`config.mk`:
```
export PLATFORM = sky130hd
export DESIGN_NAME = stream_mux_2to1
export DESIGN_NICKNAME = d
export VERILOG_FILES = /design/src/rtl/stream_mux_2to1_pkg.sv /design/src/rtl/stream_mux_2to1_arbiter.sv /design/src/rtl/stream_mux_2to1.sv
export SDC_FILE = /design/constraint.sdc
export NUM_CORES = 1
export LEC_CHECK = 0
export CAP_MARGIN = 20
export CORE_MARGIN = 2
export CORE_UTILIZATION = 30
export CTS_BUF_LIST = sky130_fd_sc_hd__clkbuf_2 sky130_fd_sc_hd__clkbuf_4 sky130_fd_sc_hd__clkbuf_8
export DETAILED_ROUTE_END_ITERATION = 10
export HOLD_SLACK_MARGIN = 0.03
export PLACE_DENSITY = 0.71
export SLEW_MARGIN = 30
export SYNTH_ARGS = -nofsm -noshare
export SYNTH_HDL_FRONTEND = slang
export SYNTH_SLANG_ARGS = --single-unit
```
`constraint.sdc`:
```
create_clock -name clk -period 2.2 [get_ports clk]
set_clock_uncertainty 0.2 [all_clocks]
set_input_delay 0.44 -clock clk [delete_from_list [all_inputs] [get_ports clk]]
set_output_delay 0.44 -clock clk [all_outputs]
set_load 0.02 [all_outputs]
```
`src/rtl/stream_mux_2to1_pkg.sv`:
```
// Shared types and constants for the 2:1 packet-aware stream multiplexer.
// Holds the FSM state encoding, the default data width and a small lock-state helper.
package stream_mux_2to1_pkg;

  localparam int WIDTH_DEFAULT = 32;

  typedef enum logic [1:0] {
    IDLE  = 2'b00,
    LOCK0 = 2'b01,
    LOCK1 = 2'b10
  } state_e;

  // Lock state that pins the grant to the given source until its last beat.
  function automatic state_e lock_state(input logic src);
    return src ? LOCK1 : LOCK0;
  endfunction

endpackage

```
`src/rtl/stream_mux_2to1_arbiter.sv`:
```
// Combinational two-source round-robin arbiter with packet lock.
// In IDLE it grants by valid and rr priority; in LOCKx the grant stays pinned to source x.
module rr_arbiter_2
  import stream_mux_2to1_pkg::*;
(
  input  logic [1:0] state,
  input  logic       rr,
  input  logic       in0_valid,
  input  logic       in1_valid,
  output logic       grant,
  output logic       grant_valid
);

  // NOTE: every output gets a default before the case so no path infers a latch.
  always_comb begin
    grant       = 1'b0;
    grant_valid = 1'b0;
    unique case (state)
      LOCK0: begin
        grant       = 1'b0;
        grant_valid = in0_valid;
      end
      LOCK1: begin
        grant       = 1'b1;
        grant_valid = in1_valid;
      end
      default: begin
        if (in0_valid && in1_valid) begin
          grant       = rr;
          grant_valid = 1'b1;
        end else if (in0_valid) begin
          grant       = 1'b0;
          grant_valid = 1'b1;
        end else if (in1_valid) begin
          grant       = 1'b1;
          grant_valid = 1'b1;
        end
      end
    endcase
  end

endmodule

```
`src/rtl/stream_mux_2to1.sv`:
```
// Two-source packet multiplexer with a one-entry registered output stage.
// Packets never interleave: a source that starts a packet holds the grant until its last beat.
module stream_mux_2to1
  import stream_mux_2to1_pkg::*;
#(
  parameter int WIDTH = WIDTH_DEFAULT
) (
  input  logic             clk,
  input  logic             rst,

  input  logic             in0_valid,
  input  logic             in0_last,
  input  logic [WIDTH-1:0] in0_data,
  output logic             in0_ready,

  input  logic             in1_valid,
  input  logic             in1_last,
  input  logic [WIDTH-1:0] in1_data,
  output logic             in1_ready,

  output logic             out_valid,
  output logic             out_last,
  output logic [WIDTH-1:0] out_data,
  output logic             out_src,
  input  logic             out_ready
);

  state_e           r_state;
  state_e           w_state_next;
  logic             r_rr;
  logic             w_rr_next;

  logic             r_out_valid;
  logic             r_out_last;
  logic             r_out_src;
  logic [WIDTH-1:0] r_out_data;

  logic             w_grant;
  logic             w_grant_valid;
  logic             w_can_accept;
  logic             w_accept;
  logic             w_sel_last;
  logic [WIDTH-1:0] w_sel_data;

  rr_arbiter_2 u_arbiter (
    .state       (r_state),
    .rr          (r_rr),
    .in0_valid   (in0_valid),
    .in1_valid   (in1_valid),
    .grant       (w_grant),
    .grant_valid (w_grant_valid)
  );

  // The output slot is free when empty or being drained this same cycle.
  assign w_can_accept = !r_out_valid || out_ready;
  assign w_accept     = !rst && w_can_accept && w_grant_valid;
  assign in0_ready    = w_accept && !w_grant;
  assign in1_ready    = w_accept &&  w_grant;

  assign w_sel_last   = w_grant ? in1_last : in0_last;
  assign w_sel_data   = w_grant ? in1_data : in0_data;

  always_comb begin
    w_state_next = r_state;
    w_rr_next    = r_rr;
    if (w_accept) begin
      if (w_sel_last) begin
        w_state_next = IDLE;
        w_rr_next    = ~w_grant;
      end else begin
        w_state_next = lock_state(w_grant);
      end
    end
  end

  // NOTE: non-blocking assignments so every register samples pre-edge values.
  always_ff @(posedge clk) begin
    if (rst) begin
      r_state <= IDLE;
      r_rr    <= 1'b0;
    end else begin
      r_state <= w_state_next;
      r_rr    <= w_rr_next;
    end
  end

  // Payload holds after a drain so the bus only toggles on real transfers.
  always_ff @(posedge clk) begin
    if (rst) begin
      r_out_valid <= 1'b0;
      r_out_last  <= 1'b0;
      r_out_src   <= 1'b0;
      r_out_data  <= '0;
    end else if (w_accept) begin
      r_out_valid <= 1'b1;
      r_out_last  <= w_sel_last;
      r_out_src   <= w_grant;
      r_out_data  <= w_sel_data;
    end else if (out_ready) begin
      r_out_valid <= 1'b0;
    end
  end

  assign out_valid = r_out_valid;
  assign out_last  = r_out_last;
  assign out_src   = r_out_src;
  assign out_data  = r_out_data;

endmodule
```
==> metrics.json, run 1 <==
{
  "run_status": "finished, violations left",
  "violations": "setup timing",
  "placed_area_um2": 2860,
  "cell_internal_pwr_uw": 1370,
  "synthesis.instances": 217,
  "bufs_on_longest_clock_path": 2,
  "antenna_cells": 0,
  "place_worst_setup_slack_ps": -664,
  "grt_setup_unrepaired": "true",
  "synth-warning-count": 0,
  "cap_violations": 0,
  "hold_class": "flip-flop to flip-flop",
  "postSynthNetCount": 290,
  "synthArstFlopShare_pct": 0,
  "synth_top_flop_cell": "sky130_fd_sc_hd__dfxtp_1",
  "final_layout_size_suffix_gt1_share_pct": 8.98,
  "routed_wl_mm": 4.92,
  "seq_area_frac_synth_pct": 44.5,
  "synth.largest_area_cell": "sky130_fd_sc_hd__dfxtp_1",
  "pin_count_of_the_biggest_net_entering_global_routing": 41,
  "initial_utilization_pct": 31.0,
  "peak_supply_drop_v": 0.000220,
  "clock_power_share_pct": 25.5,
  "drv_slew": 0,
  "finalHoldWorstSlack_ps": 286,
  "critical_path.startpoint_type": "flip-flop",
  "place.port_buffers": 107,
  "cts.hold.buffers_added": 0,
  "die_x_um": 79.5,
  "most_frequent_cell_after_synthesis": "sky130_fd_sc_hd__nand2_1",
  "sequential_cell_area_um2": 762,
  "grt.total_usage_pct": 16.1,
  "critical_path.endpoint_type": "primary output",
  "footprint_of_the_multi_input_gates_um2": 868,
  "worstMarginPinSlew_ps": 417,
  "power.switching_fraction_pct": 30.3,
  "timing.final.setup_violations": 2,
  "timing.final.crit_period_ps": 2260,
  "clk_latency_ps": 290,
  "dr.pass1.iters": 4,
  "cts.sinks": 38,
  "slowest_stage": "sky130_fd_sc_hd__dfxtp_2",
  "finalWeightedCongestion": 0.740,
  "crit_path_max_incr_delay_ps": 330,
  "core.rowCount": 27,
  "ant_nets": 0,
  "final.period_utilization_pct": 103,
  "die_area_um2": 6310,
  "final.setup.tns_ps": -106,
  "post_layout_worst_setup_margin_ps": -61.1,
  "p_sw_uw": 599,
  "vias": 1868,
  "crit_fanout": 4,
  "pwr_density_cell_nw_per_um2": 663,
  "htreeDepth": 2,
  "floorplan.io_pins": 108,
  "cellLeakagePower_uw": 0.00113,
  "netlist-cell-type-count": 26,
  "maxSlewHeadroom_pct": 72.2,
  "final-hold-violation-count": 0,
  "tritoncts": "done",
  "antenna_violations_before_repair": 0,
  "wire_length_of_the_first_global_routing_pass_mm": 8.00,
  "dpl.hpwl_mm": 3.34,
  "sequentialPowerShare_pct": 40.7,
  "overflow": 0,
  "crit_arrival_ps": 1620,
  "drc": 0,
  "portion_of_total_power_attributed_to_combinational_logic_pct": 33.8,
  "achievable-frequency_mhz": 442,
  "detailed_router_s_first_iteration_violation_count": 56,
  "worstPathCellList": "inv_2 -> ha_4 -> o21ai_2 -> a221oi_4 -> and2_4 -> buf_6",
  "synth_top_cell_area_share_pct": 44.5,
  "number_of_global_route_vias_before_repair": 1780,
  "yosys-top-cells-count": "sky130_fd_sc_hd__nand2_1, sky130_fd_sc_hd__dfxtp_1, sky130_fd_sc_hd__nor2_1",
  "clkTransAtPathRegs_ps": 70,
  "synth.cell_area_um2": 1710,
  "nets": 395,
  "syn_to_final_growth_pct": 74.3,
  "numCtsBuffers": 5,
  "synth-edff-count": 0,
  "finalInstanceArea_um2": 2980,
  "mean_routed_wirelength_per_cell_um": 12.5,
  "chipHeight_um": 79.5,
  "viasPerCell": 4.73,
  "crit_required_ps": 1560,
  "synth.area.top_cells": "sky130_fd_sc_hd__dfxtp_1, sky130_fd_sc_hd__a311oi_1, sky130_fd_sc_hd__nand2_1",
  "setup.worst_path.class": "flip-flop to primary output",
  "cts.root.buffer_cell": "sky130_fd_sc_hd__clkbuf_8",
  "synth_area_per_cell_um2": 7.87,
  "core_area_um2": 5510,
  "yosys_register_bits": 38,
  "filler_cell_count": 527
}
[flip-flops by register name (all words and copies together) (netlist names)]
register   flops
r_state        2
out_valid      1
r_rr           1
out_last       1
out_src        1
out_data      32
[final cells by class]
type,instances,share of cell area [%]
timing repair buffer,117,38.5
clock inverter,1,0.168
tap,72,3.03
sequential,38,25.6
inverter,4,0.504
multi-input combinational,156,29.2
clock buffer,7,3.03
[stage by stage]
step / total power, uW / util (%) / instances
final: 1970 / 54.1 / 395
after global placement: 1480 / 52.0 / 386
after global routing: 2100 / 54.1 / 395
after CTS: 2000 / 54.1 / 395
after detailed placement: 1480 / 52.0 / 386
after floorplan: 1160 / - / 217
[layout by cell type (no fill, tap or decap)]
cell,synthesis,layout
sky130_fd_sc_hd__clkdlybuf4s50_1,0,103
sky130_fd_sc_hd__nand2_1,68,68
sky130_fd_sc_hd__dfxtp_1,38,37
sky130_fd_sc_hd__nor2_1,35,35
sky130_fd_sc_hd__a311oi_1,33,33
sky130_fd_sc_hd__buf_4,1,10
sky130_fd_sc_hd__clkbuf_8,0,6
sky130_fd_sc_hd__inv_1,4,3
sky130_fd_sc_hd__and2_4,0,2
sky130_fd_sc_hd__nand3b_1,2,2
sky130_fd_sc_hd__a21oi_1,2,2
sky130_fd_sc_hd__dlygate4sd2_1,0,2
sky130_fd_sc_hd__buf_6,2,2
sky130_fd_sc_hd__inv_2,0,1
sky130_fd_sc_hd__nor2b_1,1,1
sky130_fd_sc_hd__o22a_1,1,1
sky130_fd_sc_hd__a22oi_2,0,1
sky130_fd_sc_hd__o21ai_2,0,1
sky130_fd_sc_hd__a221oi_4,0,1
sky130_fd_sc_hd__o22ai_2,1,1
sky130_fd_sc_hd__nand2b_1,1,1
sky130_fd_sc_hd__o31ai_1,1,1
sky130_fd_sc_hd__and3_1,1,1
sky130_fd_sc_hd__nor4_1,1,1
sky130_fd_sc_hd__a31oi_1,1,1
sky130_fd_sc_hd__nor3_1,1,1
sky130_fd_sc_hd__ha_4,0,1
sky130_fd_sc_hd__ha_1,2,1
sky130_fd_sc_hd__clkinv_2,0,1
sky130_fd_sc_hd__clkbuf_4,0,1
sky130_fd_sc_hd__dfxtp_2,0,1
[routing by layer]
layer	global-route usage (%)	up-vias	routed length [um]
met5	0	-	0
met4	5.00	0	51
met3	6.79	6	443
met2	29.1	66	2430
met1	16.9	834	2000
li1	-	962	-
[power by group through the flow]
stage	Combinational [uW]	Sequential (uW)	Clock (uW)
floorplan	251	908	0
global placement	658	817	0
detailed placement	663	820	0
CTS	675	804	520
global route	730	814	556
finish	667	803	503
[logic make-up (layout without fill, tap and decap cells)]
group / count (synthesis) / count (layout) / share of synthesized area [%]
buf+inv: 23 / 129 / 6.81
simple gates: 112 / 112 / 26.0
compound gates: 42 / 42 / 21.2
fa+ha+maj: 2 / 2 / 1.46
flops: 38 / 38 / 44.5
[timing repair]
| item | in CTS | in global routing |
|---|---|---|
| setup buffers | 1 | 1 |
| gates resized for setup | 19 | 0 |
| endpoints found under the setup margin | 5 | 13 |
| pin swaps | 3 | 3 |
[critical path: cells and delay by family, from the launching register on]
family	cells	cell delay (ps)
AO/OA/AOI/OAI	2	390
flip-flops	1	330
adder cells (fa/ha/maj)	1	260
AND/OR/NAND/NOR	1	210
buffers and inverters	2	150
[final timing paths]
check                               start              endpoint  slack (ps)  cells past startpoint
setup / recovery  r_state[0]$_SDFFE_PP0P_             in0_ready         -60                      6
hold / removal       out_src$_SDFFE_PP0P_  out_src$_SDFFE_PP0P_         290                      2
setup reg to reg  r_state[0]$_SDFFE_PP0P_     r_rr$_SDFFE_PP0P_         110                      7
hold reg to reg      out_src$_SDFFE_PP0P_  out_src$_SDFFE_PP0P_         290                      2
Note: power is estimated with default switching activity, not from simulation.
==> inputs of run 2 (changes only) <==
--- a/config.mk
+++ b/config.mk
@@ -6,7 +6,6 @@
 export NUM_CORES = 1
 export LEC_CHECK = 0
 export CAP_MARGIN = 20
-export CORE_MARGIN = 2
 export CORE_UTILIZATION = 30
 export CTS_BUF_LIST = sky130_fd_sc_hd__clkbuf_2 sky130_fd_sc_hd__clkbuf_4 sky130_fd_sc_hd__clkbuf_8
 export DETAILED_ROUTE_END_ITERATION = 10
==> metrics.json, run 2 (synthesized netlist as in run 1, its figures left out) <==
{
  "run_status": "finished, violations left",
  "violations": "setup timing",
  "final-hold-violation-count": {"value": 0, "change": "unchanged"},
  "detailroute.wirelength.met3": {"value": 380, "unit": "um", "change": "-14%"},
  "nets": {"value": 394, "change": "-0.25%"},
  "die_x": {"value": 77.5, "unit": "um", "change": "-2.5%"},
  "critical_path.startpoint_type": "input pin",
  "viasPerCell": {"value": 4.80, "change": "+1.5%"},
  "crit_required": {"value": 1560, "unit": "ps", "change": "about the same"},
  "power.switching_fraction": {"value": 29.9, "unit": "%", "change": "-0.44 points"},
  "utilization": {"value": 53.7, "unit": "%", "change": "-0.34 points"},
  "htreeDepth": {"value": 2, "change": "unchanged"},
  "core_area": {"value": 5510, "unit": "um2", "change": "unchanged"},
  "dr.pass1.iters": {"value": 4, "change": "unchanged"},
  "antenna_cells": {"value": 0, "change": "unchanged"},
  "portion_of_total_power_attributed_to_combinational_logic": {"value": 34.4, "unit": "%", "change": "+0.6 points"},
  "highest_count_cells_in_the_layout_ignoring_fill_and_taps": "sky130_fd_sc_hd__clkdlybuf4s50_1, sky130_fd_sc_hd__nand2_1, sky130_fd_sc_hd__dfxtp_1, sky130_fd_sc_hd__nor2_1, sky130_fd_sc_hd__a311oi_1",
  "setup.worst_path.class": "input pin to primary output",
  "vias": {"value": 1886, "change": "+0.96%"},
  "core.rowCount": {"value": 27, "change": "unchanged"},
  "number_of_global_route_vias_before_repair": {"value": 1770, "change": "-0.56%"},
  "pin_count_of_the_biggest_net_entering_global_routing": {"value": 49, "change": "+20%"},
  "detailed_router_s_first_iteration_violation_count": {"value": 74, "change": "+32%"},
  "cap_violations": {"value": 0, "change": "unchanged"},
  "largest_register_ffs": {"value": 32, "change": "unchanged"},
  "crit_arrival": {"value": 1600, "unit": "ps", "change": "-20 ps"},
  "initial_utilization": {"value": 31.0, "unit": "%", "change": "unchanged"},
  "pwr_density_cell": {"value": 652, "unit": "nW/um2", "change": "-1.7%"},
  "timing.final.setup_violations": {"value": 2, "change": "unchanged"},
  "clock_power_share": {"value": 23.8, "unit": "%", "change": "-1.7 points"},
  "finalWeightedCongestion": {"value": 0.747, "change": "+0.90%"},
  "die_area": {"value": 6000, "unit": "um2", "change": "-5.0%"},
  "drc": {"value": 0, "change": "unchanged"},
  "timing.final.crit_period": {"value": 2240, "unit": "ps", "change": "-23.0 ps"},
  "final.period_utilization": {"value": 102, "unit": "%", "change": "-1.0 points"},
  "grt_setup_unrepaired": "true",
  "route.layer.met1.wl": {"value": 2.06, "unit": "mm", "change": "+3.1%"},
  "cts.root.buffer_cell": "sky130_fd_sc_hd__clkbuf_8",
  "chipHeight": {"value": 77.5, "unit": "um", "change": "-2.5%"},
  "cell_internal_pwr": {"value": 1350, "unit": "uW", "change": "-1.7%"},
  "bufs_on_longest_clock_path": {"value": 2, "change": "unchanged"},
  "overflow": {"value": 0, "change": "unchanged"},
  "dpl.hpwl": {"value": 3.37, "unit": "mm", "change": "+1.1%"},
  "routed_wl": {"value": 4.82, "unit": "mm", "change": "-2.0%"},
  "sequentialPowerShare": {"value": 41.7, "unit": "%", "change": "+1.0 points"},
  "cts.sinks": {"value": 38, "change": "unchanged"},
  "hold_class": "flip-flop to flip-flop",
  "grt.total_usage": {"value": 16.7, "unit": "%", "change": "+0.52 points"},
  "antenna_violations_before_repair": {"value": 0, "change": "unchanged"},
  "p_sw": {"value": 576, "unit": "uW", "change": "-3.7%"},
  "finalHoldWorstSlack": {"value": 295, "unit": "ps", "change": "+8.34 ps"},
  "cellLeakagePower": {"value": 0.00111, "unit": "uW", "change": "-1.1%"},
  "syn_to_final_growth_pct": 73.2,
  "wire_length_of_the_first_global_routing_pass": {"value": 8.04, "unit": "mm", "change": "+0.42%"},
  "achievable-frequency": {"value": 447, "unit": "MHz", "change": "+1.0%"},
  "maxSlewHeadroom": {"value": 69.0, "unit": "%", "change": "-3.2 points"},
  "final_layout_size_suffix_gt1_share": {"value": 8.72, "unit": "%", "change": "-0.26 points"},
  "final_common_cell": "sky130_fd_sc_hd__clkdlybuf4s50_1",
  "top_layer": "met4",
  "crit_fanout": {"value": 4, "change": "unchanged"},
  "mean_routed_wirelength_per_cell": {"value": 12.3, "unit": "um", "change": "-1.5%"},
  "post_layout_worst_setup_margin": {"value": -38.2, "unit": "ps", "change": "+23.0 ps"},
  "cts.hold.buffers_added": {"value": 0, "change": "unchanged"},
  "clkTransAtPathRegs": {"value": 70, "unit": "ps", "change": "about the same"},
  "floorplan.io_pins": {"value": 108, "change": "unchanged"},
  "place.port_buffers": {"value": 107, "change": "unchanged"},
  "peak_supply_drop": {"value": 0.000311, "unit": "V", "change": "+41%"},
  "worstMarginPinSlew": {"value": 464, "unit": "ps", "change": "+47.6 ps"},
  "drv_slew": {"value": 0, "change": "unchanged"},
  "numCtsBuffers": {"value": 5, "change": "unchanged"},
  "ant_nets": {"value": 0, "change": "unchanged"},
  "place_worst_setup_slack": {"value": -677, "unit": "ps", "change": "-12.5 ps"},
  "tritoncts": "done",
  "clk_latency": {"value": 280, "unit": "ps", "change": "about the same"},
  "wl_met2": {"value": 2.35, "unit": "mm", "change": "-3.3%"},
  "critical_path.endpoint_type": "primary output"
}
==> run 2: changes by cell type in the layout (fill, tap and decap cells not counted), sizes merged <==
| cell | before | now |
|---|---|---|
| buf | 12 | 11 |
| clkinv | 1 | 0 |
==> run 2: per-stage QoR <==
| step | power, uW | cell area (um2) | instances | setup TNS [ps] |
|---|---|---|---|---|
| global route | 2050 | 2960 | 393 | -699 |
| floorplan | 1160 | 1730 | 217 | 0 |
| detailed placement | 1480 | 2850 | 385 | -10780 |
| global placement | 1470 | 2850 | 385 | -8710 |
| CTS | 1960 | 2960 | 393 | -149 |
| finish | 1930 | 2960 | 393 | -70.4 |
==> run 2: routing by layer <==
metal / vias to the layer above / track usage (%)
met4: 0 / 4.53
met2: 64 / 29.3
met1: 861 / 18.9
met3: 4 / 6.00
li1: 957 / -
met5: - / 0
==> run 2: power by group through the flow <==
stage | Combinational, uW | Sequential, uW | Clock [uW]
finish | 663 | 805 | 459
global route | 722 | 815 | 518
CTS | 671 | 805 | 485
detailed placement | 660 | 820 | 0
global placement | 655 | 816 | 0
floorplan | 251 | 908 | 0
==> run 2: timing repair <==
| action | 4_1_cts | 5_1_grt |
|---|---|---|
| resized for setup | 19 | 1 |
| buffers inserted | 1 | 0 |
| hold endpoints to repair | 0 | 0 |
| setup endpoints to repair | 24 | 26 |
| pin swaps | 4 | 3 |
==> run 2: area by class of cell <==
cell class,count,area (um2)
Clock buffer,7,83.8
Fill cell,530,2550
Inverter,4,15.0
Multi-Input combinational cell,156,868
Sequential cell,38,762
Tap cell,72,90.1
Timing Repair Buffer,116,1140
==> run 2: path summary, 6_finish.rpt <==
check,from,end,slack [ps],cells after the start
max,out_ready,in0_ready,-40,5
min,out_data[0]$_SDFFE_PP0P_,out_data[0]$_SDFFE_PP0P_,290,2
max reg2reg,r_state[0]$_SDFFE_PP0P_,r_rr$_SDFFE_PP0P_,80,7
min reg2reg,out_data[0]$_SDFFE_PP0P_,out_data[0]$_SDFFE_PP0P_,290,2
==> run 2: critical path, stage by stage <==
cell                              delay, ps
sky130_fd_sc_hd__clkdlybuf4s50_1        470
sky130_fd_sc_hd__inv_2                   50
sky130_fd_sc_hd__a221oi_4               330
sky130_fd_sc_hd__and2_4                 200
sky130_fd_sc_hd__buf_6                  110
==> inputs of run 3 (changes only) <==
--- a/config.mk
+++ b/config.mk
@@ -6,11 +6,14 @@
 export NUM_CORES = 1
 export LEC_CHECK = 0
 export CAP_MARGIN = 20
-export CORE_UTILIZATION = 30
+export CELL_PAD_IN_SITES_DETAIL_PLACEMENT = 0
+export CELL_PAD_IN_SITES_GLOBAL_PLACEMENT = 1
+export CORE_UTILIZATION = 23
 export CTS_BUF_LIST = sky130_fd_sc_hd__clkbuf_2 sky130_fd_sc_hd__clkbuf_4 sky130_fd_sc_hd__clkbuf_8
 export DETAILED_ROUTE_END_ITERATION = 10
+export GPL_ROUTABILITY_DRIVEN = 0
 export HOLD_SLACK_MARGIN = 0.03
-export PLACE_DENSITY = 0.71
+export PLACE_DENSITY_LB_ADDON = 0.1
 export SLEW_MARGIN = 30
 export SYNTH_ARGS = -nofsm -noshare
 export SYNTH_HDL_FRONTEND = slang
==> metrics.json, run 3 (synthesized netlist as in run 1, its figures left out) <==
{
  "place.port_buffers": {"value": 107, "change": "unchanged"},
  "grt_setup_unrepaired": "true",
  "timing.critical_path.depth": {"value": 5, "change": "unchanged"},
  "setup.worst_path.class": "input pin to primary output",
  "overflow": {"value": 0, "change": "unchanged"},
  "number_of_global_route_vias_before_repair": {"value": 1715, "change": "-3.1%"},
  "drv_slew": {"value": 0, "change": "unchanged"},
  "maxSlewHeadroom": {"value": 70.8, "unit": "%", "change": "+1.7 points"},
  "final_common_cell": "sky130_fd_sc_hd__clkdlybuf4s50_1",
  "dpl.hpwl": {"value": 3.43, "unit": "mm", "change": "+1.5%"},
  "slowest_stage": "sky130_fd_sc_hd__clkdlybuf4s50_1",
  "crit_arrival": {"value": 1600, "unit": "ps", "change": "about the same"},
  "cell_internal_pwr": {"value": 1450, "unit": "uW", "change": "+7.3%"},
  "crit_path_start": "out_ready",
  "timing.final.crit_period": {"value": 2240, "unit": "ps", "change": "+5.34 ps"},
  "sequential_cell_area": {"value": 762, "unit": "um2", "change": "unchanged"},
  "clock_power_share": {"value": 27.1, "unit": "%", "change": "+3.3 points"},
  "worst_hold_start": "out_data[11]$_SDFFE_PP0P_",
  "routed_wl": {"value": 5.58, "unit": "mm", "change": "+16%"},
  "worstPathCellList": "clkdlybuf4s50_1 -> inv_2 -> a221oi_4 -> and2_4 -> buf_6",
  "core_area": {"value": 7210, "unit": "um2", "change": "+31%"},
  "sequentialPowerShare": {"value": 38.8, "unit": "%", "change": "-2.9 points"},
  "crit_path_max_incr_delay": {"value": 470, "unit": "ps", "change": "about the same"},
  "run_status": "finished, violations left",
  "pwr_density_cell": {"value": 670, "unit": "nW/um2", "change": "+2.8%"},
  "hold_class": "flip-flop to flip-flop",
  "initial_utilization": {"value": 23.7, "unit": "%", "change": "-7.3 points"},
  "syn_to_final_growth_pct": 81.4,
  "crit_required": {"value": 1560, "unit": "ps", "change": "about the same"},
  "p_sw": {"value": 625, "unit": "uW", "change": "+8.5%"},
  "chipHeight": {"value": 88.2, "unit": "um", "change": "+14%"},
  "crit_family": "buffers and inverters",
  "finalHoldWorstSlack": {"value": 296, "unit": "ps", "change": "+1.42 ps"},
  "clk_latency": {"value": 280, "unit": "ps", "change": "about the same"},
  "viasPerCell": {"value": 4.38, "change": "-8.7%"},
  "final-hold-violation-count": {"value": 0, "change": "unchanged"},
  "mean_routed_wirelength_per_cell": {"value": 13.2, "unit": "um", "change": "+7.6%"},
  "cap_violations": {"value": 0, "change": "unchanged"},
  "ant_nets": {"value": 0, "change": "unchanged"},
  "cellLeakagePower": {"value": 0.00115, "unit": "uW", "change": "+3.6%"},
  "core.rowCount": {"value": 31, "change": "+15%"},
  "critical_path.startpoint_type": "input pin",
  "pin_count_of_the_biggest_net_entering_global_routing": {"value": 65, "change": "+33%"},
  "footprint_of_the_multi_input_gates": {"value": 888, "unit": "um2", "change": "+2.3%"},
  "bufs_on_longest_clock_path": {"value": 2, "change": "unchanged"},
  "floorplan.io_pins": {"value": 108, "change": "unchanged"},
  "numCtsBuffers": {"value": 5, "change": "unchanged"},
  "highest_count_cells_in_the_layout_ignoring_fill_and_taps": "sky130_fd_sc_hd__clkdlybuf4s50_1, sky130_fd_sc_hd__nand2_1, sky130_fd_sc_hd__dfxtp_1, sky130_fd_sc_hd__nor2_1, sky130_fd_sc_hd__a311oi_1",
  "worstMarginPinSlew": {"value": 438, "unit": "ps", "change": "-26.0 ps"},
  "detailed_router_s_first_iteration_violation_count": {"value": 72, "change": "-2.7%"},
  "cts.sinks": {"value": 38, "change": "unchanged"},
  "die_x": {"value": 88.2, "unit": "um", "change": "+14%"},
  "antenna_cells": {"value": 0, "change": "unchanged"},
  "cp_num_buf_inv": {"value": 3, "change": "unchanged"},
  "achievable-frequency": {"value": 446, "unit": "MHz", "change": "-0.24%"},
  "utilization": {"value": 42.9, "unit": "%", "change": "-11 points"},
  "r2r_cells": {"value": 8, "change": "+1"},
  "final.period_utilization": {"value": 102, "unit": "%", "change": "+0.24 points"},
  "cts.hold.buffers_added": {"value": 0, "change": "unchanged"},
  "die_area": {"value": 7770, "unit": "um2", "change": "+30%"},
  "wire_length_of_the_first_global_routing_pass": {"value": 8.27, "unit": "mm", "change": "+2.9%"},
  "worst_r2r_startpoint": "r_state[0]$_SDFFE_PP0P_",
  "largest_register_ffs": {"value": 32, "change": "unchanged"},
  "peak_supply_drop": {"value": 0.000204, "unit": "V", "change": "-34%"},
  "filler_cell_count": {"value": 768, "change": "+45%"},
  "grt.total_usage": {"value": 13.8, "unit": "%", "change": "-2.9 points"},
  "antenna_violations_before_repair": {"value": 0, "change": "unchanged"},
  "tritoncts": "done",
  "power.switching_fraction": {"value": 30.1, "unit": "%", "change": "+0.23 points"},
  "cts.root.buffer_cell": "sky130_fd_sc_hd__clkbuf_8",
  "dr.pass1.iters": {"value": 3, "change": "-1"},
  "final_layout_size_suffix_gt1_share": {"value": 9.88, "unit": "%", "change": "+1.2 points"},
  "violations": "setup timing",
  "critical_path.endpoint_type": "primary output",
  "clkTransAtPathRegs": {"value": 80, "unit": "ps", "change": "about the same"},
  "post_layout_worst_setup_margin": {"value": -43.5, "unit": "ps", "change": "-5.34 ps"},
  "drc": {"value": 0, "change": "unchanged"},
  "portion_of_total_power_attributed_to_combinational_logic": {"value": 34.1, "unit": "%", "change": "-0.3 points"},
  "nets": {"value": 396, "change": "+0.51%"},
  "htreeDepth": {"value": 2, "change": "unchanged"},
  "vias": {"value": 1854, "change": "-1.7%"},
  "crit_fanout": {"value": 3, "change": "-1"},
  "min_delay_path_depth": {"value": 2, "change": "unchanged"},
  "timing.final.setup_violations": {"value": 2, "change": "unchanged"}
}
## run 3: changes by cell type in the layout (fill, tap and decap cells not counted), sizes merged
cell	change
buf	+1
clkbuf	+2
## run 3: final cells by class
| type | count | share of cell area, % |
|---|---|---|
| Sequential cell | 38 | 24.6 |
| Tap cell | 99 | 4.00 |
| Timing Repair Buffer | 118 | 38.7 |
| Inverter | 4 | 0.485 |
| Clock buffer | 8 | 3.55 |
| Multi-Input combinational cell | 156 | 28.7 |
## run 3: repair_timing
| action | in CTS | in global routing |
|---|---|---|
| resized for setup | 23 | 6 |
| pin swaps | 4 | 5 |
| endpoints found under the setup margin | 34 | 14 |
| buffers inserted | 1 | 1 |
| gates cloned | 0 | 1 |
## run 3: layer usage
| metal | global-route usage (%) | up-vias | wire length (um) |
|---|---|---|---|
| li1 | - | 962 | - |
| met1 | 17.0 | 826 | 2510 |
| met2 | 22.8 | 62 | 2570 |
| met3 | 4.71 | 4 | 468 |
| met4 | 3.96 | 0 | 36 |
| met5 | 0 | - | 0 |
## run 3: path summary, 6_finish.rpt
path	slack [ps]	end
worst max register to register	160	r_rr$_SDFFE_PP0P_
worst min register to register	300	out_data[11]$_SDFFE_PP0P_
worst min-delay path	300	out_data[11]$_SDFFE_PP0P_
worst max-delay path	-40	in0_ready
## run 3: per-stage QoR
step / TNS [ps] / power, uW / worst slack [ps] / instance area [um2] / cells
finish: -72.3 / 2080 / -43.5 / 3100 / 423
global route: -233 / 2200 / -131 / 3100 / 423
CTS: -157 / 2080 / -85.8 / 3040 / 421
detailed placement: -16620 / 1490 / -689 / 2890 / 412
global placement: -15280 / 1490 / -640 / 2890 / 412
floorplan: 0 / 1160 / 42.7 / 1730 / 217
## run 3: worst min-delay path, cell delays in order, from the launching register on
cell,delay (ps)
sky130_fd_sc_hd__dfxtp_1,310
sky130_fd_sc_hd__nor2_1,90
sky130_fd_sc_hd__a311oi_1,50
## run 3: power by group through the flow
stage	sequential [uW]	clock, uW	combinational [uW]
6_report	805	562	708
5_1_grt	814	612	773
3_5_place_dp	820	0	666
3_3_place_gp	818	0	670
4_1_cts	805	586	687
2_1_floorplan	908	0	251
